File: src/rtl/lsu_lsq_pkg.sv
// lsu_lsq_pkg: LSQ slot lifecycle encoding and default field widths
// shared by the slot, its replay counter and the LSQ top.
package lsu_lsq_pkg;

  typedef enum logic [2:0] {
    S_IDLE   = 3'd0,
    S_XLATE  = 3'd1,
    S_WAIT   = 3'd2,
    S_READY  = 3'd3,
    S_ISSUED = 3'd4,
    S_DONE   = 3'd5,
    S_EXC    = 3'd6
  } lsq_state_e;

  localparam int LSQ_XLEN       = 64;
  localparam int LSQ_VTAG_W     = 27;
  localparam int LSQ_TAG_W      = 44;
  localparam int LSQ_INDEX_W    = 6;
  localparam int LSQ_OFFSET_W   = 6;
  localparam int LSQ_ROB_IDX_W  = 6;
  localparam int LSQ_RD_W       = 5;
  localparam int LSQ_OPC_W      = 4;
  localparam int LSQ_ECAUSE_W   = 5;
  localparam int LSQ_REPLAY_W   = 3;
  localparam int LSQ_REPLAY_MAX = 6;

endpackage

File: src/rtl/lsu_lsq_replay_ctr.sv
// lsu_lsq_replay_ctr: saturating replay counter with a starvation
// threshold; built only when LSU_LSQ_REPLAY_LIMIT_EN is defined.
module lsu_lsq_replay_ctr
  import lsu_lsq_pkg::*;
#(
  parameter int W   = LSQ_REPLAY_W,
  parameter int MAX = LSQ_REPLAY_MAX
) (
  input  logic         clk,
  input  logic         rst,
  input  logic         clr,
  input  logic         inc,
  output logic [W-1:0] cnt,
  output logic         starve
);

  logic [W-1:0] cnt_q;

  always_ff @(posedge clk or posedge rst) begin
    if (rst) begin
      cnt_q <= '0;
    end else if (clr) begin
      cnt_q <= '0;
    end else if (inc && (cnt_q != '1)) begin
      cnt_q <= cnt_q + W'(1);
    end
  end

  assign cnt    = cnt_q;
  assign starve = (32'(cnt_q) >= MAX);

endmodule

File: src/rtl/lsu_lsq_slot.sv
// lsu_lsq_slot: one LSQ entry from dispatch to dequeue.
// Define LSU_LSQ_REPLAY_LIMIT_EN to build the replay counter / starve flag.
module lsu_lsq_slot
  import lsu_lsq_pkg::*;
#(
  parameter int XLEN       = LSQ_XLEN,
  parameter int VTAG_W     = LSQ_VTAG_W,
  parameter int TAG_W      = LSQ_TAG_W,
  parameter int INDEX_W    = LSQ_INDEX_W,
  parameter int OFFSET_W   = LSQ_OFFSET_W,
  parameter int ROB_IDX_W  = LSQ_ROB_IDX_W,
  parameter int RD_W       = LSQ_RD_W,
  parameter int OPC_W      = LSQ_OPC_W,
  parameter int ECAUSE_W   = LSQ_ECAUSE_W,
  parameter int REPLAY_W   = LSQ_REPLAY_W,
  parameter int REPLAY_MAX = LSQ_REPLAY_MAX
) (
  input  logic                 clk,
  input  logic                 rst,
  input  logic                 flush,
  input  logic                 alloc_i,
  input  logic                 alloc_ls_i,
  input  logic [OPC_W-1:0]     alloc_opcode_i,
  input  logic                 alloc_fenced_i,
  input  logic [VTAG_W-1:0]    alloc_vtag_i,
  input  logic [INDEX_W-1:0]   alloc_index_i,
  input  logic [OFFSET_W-1:0]  alloc_offset_i,
  input  logic [ROB_IDX_W-1:0] alloc_rob_idx_i,
  input  logic [RD_W-1:0]      alloc_rd_i,
  input  logic [XLEN-1:0]      alloc_data_i,
  input  logic                 alloc_exc_vld_i,
  input  logic [ECAUSE_W-1:0]  alloc_ecause_i,
  input  logic                 tlb_vld_i,
  input  logic [TAG_W-1:0]     tlb_tag_i,
  input  logic                 tlb_exc_vld_i,
  input  logic [ECAUSE_W-1:0]  tlb_ecause_i,
  input  logic                 wake_i,
  input  logic                 issue_i,
  input  logic                 replay_i,
  input  logic                 succ_i,
  input  logic                 dealloc_i,
  output logic                 vld_o,
  output logic [2:0]           state_o,
  output logic                 ready_o,
  output logic                 done_o,
  output logic                 ls_o,
  output logic [OPC_W-1:0]     opcode_o,
  output logic                 fenced_o,
  output logic [INDEX_W-1:0]   index_o,
  output logic [OFFSET_W-1:0]  offset_o,
  output logic [ROB_IDX_W-1:0] rob_idx_o,
  output logic [RD_W-1:0]      rd_o,
  output logic [XLEN-1:0]      data_o,
  output logic [TAG_W-1:0]     tag_o,
  output logic                 virt_o,
  output logic                 exc_vld_o,
  output logic [ECAUSE_W-1:0]  ecause_o,
  output logic [REPLAY_W-1:0]  replay_cnt_o,
  output logic                 starve_o
);

  typedef struct packed {
    logic                 ls;
    logic [OPC_W-1:0]     opcode;
    logic                 fenced;
    logic [TAG_W-1:0]     tag;
    logic                 virt;
    logic [INDEX_W-1:0]   index;
    logic [OFFSET_W-1:0]  offset;
    logic [ROB_IDX_W-1:0] rob_idx;
    logic [RD_W-1:0]      rd;
    logic [XLEN-1:0]      data;
    logic                 exc_vld;
    logic [ECAUSE_W-1:0]  ecause;
    logic                 awake;
  } slot_t;

  lsq_state_e state_q, state_d;
  slot_t      slot_q, slot_d;
  logic       woke;

  // Wakeup may arrive in the same cycle as the event that consumes it.
  assign woke = slot_q.awake | wake_i;

  always_ff @(posedge clk or posedge rst) begin
    if (rst) begin
      state_q <= S_IDLE;
      slot_q  <= '0;
    end else begin
      state_q <= state_d;
      slot_q  <= slot_d;
    end
  end

  always_comb begin
    state_d = state_q;
    slot_d  = slot_q;
    if (flush) begin
      state_d = S_IDLE;
      slot_d  = '0;
    end else if (alloc_i) begin
      slot_d.ls      = alloc_ls_i;
      slot_d.opcode  = alloc_opcode_i;
      slot_d.fenced  = alloc_fenced_i;
      slot_d.tag     = TAG_W'(alloc_vtag_i);
      slot_d.virt    = 1'b1;
      slot_d.index   = alloc_index_i;
      slot_d.offset  = alloc_offset_i;
      slot_d.rob_idx = alloc_rob_idx_i;
      slot_d.rd      = alloc_rd_i;
      slot_d.data    = alloc_data_i;
      slot_d.exc_vld = alloc_exc_vld_i;
      slot_d.ecause  = alloc_ecause_i;
      slot_d.awake   = 1'b0;
      state_d = alloc_exc_vld_i ? S_EXC : S_XLATE;
    end else if (dealloc_i) begin
      state_d = S_IDLE;
    end else begin
      if (state_q != S_IDLE && wake_i) begin
        slot_d.awake = 1'b1;
      end
      unique case (state_q)
        S_XLATE: begin
          if (tlb_vld_i && tlb_exc_vld_i) begin
            slot_d.exc_vld = 1'b1;
            slot_d.ecause  = tlb_ecause_i;
            state_d = S_EXC;
          end else if (tlb_vld_i) begin
            slot_d.tag  = tlb_tag_i;
            slot_d.virt = 1'b0;
            state_d = woke ? S_READY : S_WAIT;
          end
        end
        S_WAIT: begin
          if (woke) state_d = S_READY;
        end
        S_READY: begin
          if (issue_i) state_d = S_ISSUED;
        end
        S_ISSUED: begin
          if (replay_i)    state_d = S_READY;
          else if (succ_i) state_d = S_DONE;
        end
        default: ;
      endcase
    end
  end

  assign vld_o     = (state_q != S_IDLE);
  assign state_o   = state_q;
  assign ready_o   = (state_q == S_READY);
  assign done_o    = (state_q == S_DONE);
  assign ls_o      = slot_q.ls;
  assign opcode_o  = slot_q.opcode;
  assign fenced_o  = slot_q.fenced;
  assign index_o   = slot_q.index;
  assign offset_o  = slot_q.offset;
  assign rob_idx_o = slot_q.rob_idx;
  assign rd_o      = slot_q.rd;
  assign data_o    = slot_q.data;
  assign tag_o     = slot_q.tag;
  assign virt_o    = slot_q.virt;
  assign exc_vld_o = slot_q.exc_vld;
  assign ecause_o  = slot_q.ecause;

`ifdef LSU_LSQ_REPLAY_LIMIT_EN
  logic replay_hit;

  // A same-cycle dealloc outranks the replay.
  assign replay_hit = (state_q == S_ISSUED) & replay_i & ~dealloc_i;

  lsu_lsq_replay_ctr #(
    .W   (REPLAY_W),
    .MAX (REPLAY_MAX)
  ) u_replay_ctr (
    .clk    (clk),
    .rst    (rst),
    .clr    (flush | alloc_i),
    .inc    (replay_hit),
    .cnt    (replay_cnt_o),
    .starve (starve_o)
  );
`else
  logic unused_max;

  assign unused_max   = |REPLAY_MAX;
  assign replay_cnt_o = '0;
  assign starve_o     = 1'b0;
`endif

endmodule

File: config.mk
export PLATFORM = sky130hd
export DESIGN_NAME = lsu_lsq_slot
export DESIGN_NICKNAME = d
export VERILOG_FILES = /design/src/rtl/lsu_lsq_pkg.sv /design/src/rtl/lsu_lsq_replay_ctr.sv /design/src/rtl/lsu_lsq_slot.sv
export SDC_FILE = /design/constraint.sdc
export NUM_CORES = 1
export LEC_CHECK = 0
export BUFFER_PORTS_ARGS = -buffer_cell sky130_fd_sc_hd__buf_4
export CAP_MARGIN = 10
export CORE_MARGIN = 2
export CORE_UTILIZATION = 40
export CTS_CLUSTER_DIAMETER = 200
export DETAILED_ROUTE_END_ITERATION = 12
export PLACE_DENSITY = 0.79
export SYNTH_ARGS = -nofsm -noshare
export SYNTH_HDL_FRONTEND = slang
export SYNTH_HIERARCHICAL = 1
export SYNTH_SLANG_ARGS = --single-unit
export TNS_END_PERCENT = 20
File: constraint.sdc
create_clock -name clk -period 10.2 [get_ports clk]
set_input_delay 1.53 -clock clk [delete_from_list [all_inputs] [get_ports clk]]
set_output_delay 1.53 -clock clk [all_outputs]
set_load 0.01 [all_outputs]
==> reports/results.tsv <==
stage	metric	value	unit
status	outcome	completed	
final_layout	final_area	0.00982	mm²
critical_path	cp_num_buf_inv	1	
power_and_ir_drop	clock_power_share	42.6	%
power_and_ir_drop	switching_share	26.5	%
yosys	syn_avg_cell_area	10.2	µm²
yosys	synth_warnings	6	
power_and_ir_drop	share_comb_of_total_power	15.4	%
sta	relSlewSlack	28.1	%
power_and_ir_drop	p_switching	402	µW
critical_path	crit_fanout	11	
sta	final_hold_viol_count	0	
cts	root_buffer	clkbuf_16	
critical_path	cpPeakStageDelay	560	ps
floorplanning	fp-row-count	50	
critical_path	r2r_start	state_o[2]	
sta	slew_violations	0	
drt	drcViolationCount	0	
yosys	synth.top_cell.area_share	48.4	%
cts	clk_pin_slew	60	ps
yosys	synth_top_area_cell	dfrtp_1	
worst_hold_path	worst_hold_path_type	reg2reg	
yosys	yosysSeqAreaShare	48.4	%
worst_hold_path	min_from	ecause_o[3]	
power_and_ir_drop	p_int	1120	µW
floorplanning	core-area	0.0188	mm²
sta	fin_setup_tns	0	ps
sta	finalSetupViolations	0	
yosys	ys_ff_latch	148	
sta	fmax	320	MHz
drt	final_antenna_net_count	0	
cts	clockBufferDepth	2	
place	dpl.hpwl	13500	µm
yosys	synth_cell_types	37	
floorplanning	ios	340	
yosys	syn_inst	752	
global_route	grt_pass1_vias	5817	
sta	whs	476	ps
final_layout	area_growth	28.2	%
cts	clk-insertion-delay-late	410	ps
cts	ctsResizeCount	0	
final_layout	fin_nets	1108	
sta	rsz0062_at_grt	no	
global_route	antenna_found_initial	0	
floorplanning	die_area	0.0203	mm²
critical_path	critPathKind	reg2out	
critical_path	required	8670	ps
critical_path	cp_slowest_cell	dfrtp_1	
cts	cts_tree	built	
cts	cts_inserted_buffers	17	
power_and_ir_drop	p_per_area	155	mW/mm²
drt	firstDrtPassIters	4	
global_route	globalRouteOverflowTotal	0	
power_and_ir_drop	leakage	0.00507	µW
cts	cts_max_level	4	
final_layout	layout_common_cells	buf_4, dfrtp_1, nor2_1, mux2i_1, nand2_1	
power_and_ir_drop	pwr-share-seq	42.1	%
final_layout	utilization	52.3	%
yosys	synth.area.top_cells	dfrtp_1, buf_4, mux2i_1, nor2_1, nand2_1	
drt	viasPerCell	4.86	
power_and_ir_drop	ir_worst_vdd	103	µV
drt	routed_wl	19000	µm
cts	cts_sinks	148	
global_route	grt_max_degree	77	
final_layout	diodes	0	
job	maxCapViolations	0	
critical_path	path_delay_family	flip-flops	
global_route	grt_pass1_wl	29900	µm
cts	post_cts.repair.setup_buffers	0	
drt	wl_per_cell	16.2	µm
final_layout	drive_gt1_share	43.4	%
yosys	synth_area	0.00766	mm²
critical_path	worst_setup_path_start_kind	flip-flop	
sta	fin_crit	3130	ps
final_layout	final_common_cell	buf_4	
drt	vias	5684	
power_and_ir_drop	power	1520	µW
sta	worstMarginPinSlew	1080	ps
global_route	track_usage	18.6	%
drt	detail_route.iter0.violations	216	
critical_path	crit_chain	or3_1 > buf_4	
critical_path	startpoint	state_o[2]	
place	dpl_cell_area	0.00921	mm²
sta	fin_crit_sh	30.6	%
place	portBuffers	335	
floorplanning	die_x	142	µm
place	gp_congestion	0.806	
floorplanning	die_h	142	µm
sta	finalClockSkew	4.15	ps
critical_path	crit_arrival	1600	ps
floorplanning	start_util	40.8	%
cts	ctsHoldBuffers	0	
critical_path	cp-end-kind	primary output	
per-layer routing:
layer	global-route usage, %	up-vias	share of wire [%]
met3	4.91	31	7.7
met1	22.0	2716	40
met4	7.19	0	2.2
li1	-	2693	-
met5	0	-	0
met2	32.3	244	50
worst reg2reg max path: stages, from the launching register on:
cell and delay, ps:
dfrtp_1 560, nor4b_4 390, and3b_1 200, buf_4 400
nand2_1 180, a311oi_2 270
final timing paths:
| kind | to | slack, ps | cells after the start |
|---|---|---|---|
| setup reg to reg | tag_o[22] | 8100 | 5 |
| setup / recovery | vld_o | 7070 | 2 |
| hold / removal | ecause_o[3] | 480 | 2 |
| min in group asynchronous | data_o[12] | 1230 | 2 |
| max in group asynchronous | data_o[26] | 7600 | 3 |
| hold reg to reg | ecause_o[3] | 480 | 2 |
cells by family (layout without fill, tap and decap cells):
logic type	count (synthesis)	count (layout)	share of synthesized area, %
buffers and inverters	199	379	17.5
muxes	100	100	13.1
DFF	148	148	48.4
other	1	4	0.0490
AOI/OAI and AO/OA	68	68	8.51
and+or+nand+nor	235	235	12.3
xor gates and xnor gates	1	1	0.114
cells in the mapped netlist, drive strengths merged:
| master | count |
|---|---|
| o22ai | 1 |
| mux2 | 2 |
| a31oi | 3 |
| nor4b | 1 |
| o311ai | 1 |
| nand3 | 1 |
| inv | 6 |
| buf | 165 |
| o2111ai | 1 |
| o31ai | 5 |
| or3b | 1 |
| clkbuf | 28 |
| conb | 1 |
| nor2b | 1 |
| nor4 | 1 |
| nand2 | 97 |
| or3 | 1 |
| nand3b | 2 |
| a211oi | 2 |
| a21oi | 20 |
| xor2 | 1 |
| a2111oi | 1 |
| a311oi | 27 |
| nor2 | 126 |
| mux2i | 98 |
| o41ai | 1 |
| o21ai | 3 |
| and3b | 2 |
| o211ai | 1 |
| o22a | 1 |
| dfrtp | 148 |
| or2 | 2 |
| a41oi | 1 |
flip-flops by register name (all words and copies together), names as in the netlist:
signal,count
data_o,64
ecause_o,5
exc_vld_o,1
fenced_o,1
index_o,6
ls_o,1
offset_o,6
opcode_o,4
rd_o,5
rob_idx_o,6
slot_q,1
state_o,3
tag_o,44
virt_o,1
per-stage QoR:
stage / cells / setup WS [ps]
after floorplan: 755 / 4690
after global placement: 1137 / 6710
after detailed placement: 1137 / 6700
after CTS: 1169 / 7050
after global routing: 1169 / 7000
final: 1169 / 7070
power by group through the flow:
stage | clock [µW] | sequential (µW) | combinational [µW]
after global routing | 691 | 644 | 255
final | 647 | 640 | 234
after global placement | 0 | 649 | 233
after CTS | 666 | 640 | 237
after detailed placement | 0 | 650 | 237
after floorplan | 0 | 643 | 155
area by class of cell:
type                       instances  area [µm²]
clock buffer                      18         439
clock inverter                    14         168
timing repair buffer             341        2560
sequential                       148        3700
tap                              234         293
fill                            1693        8950
inverter                           6        27.5
multi-input combinational        408        2620
No activity file was read; power rests on OpenSTA's default activity.
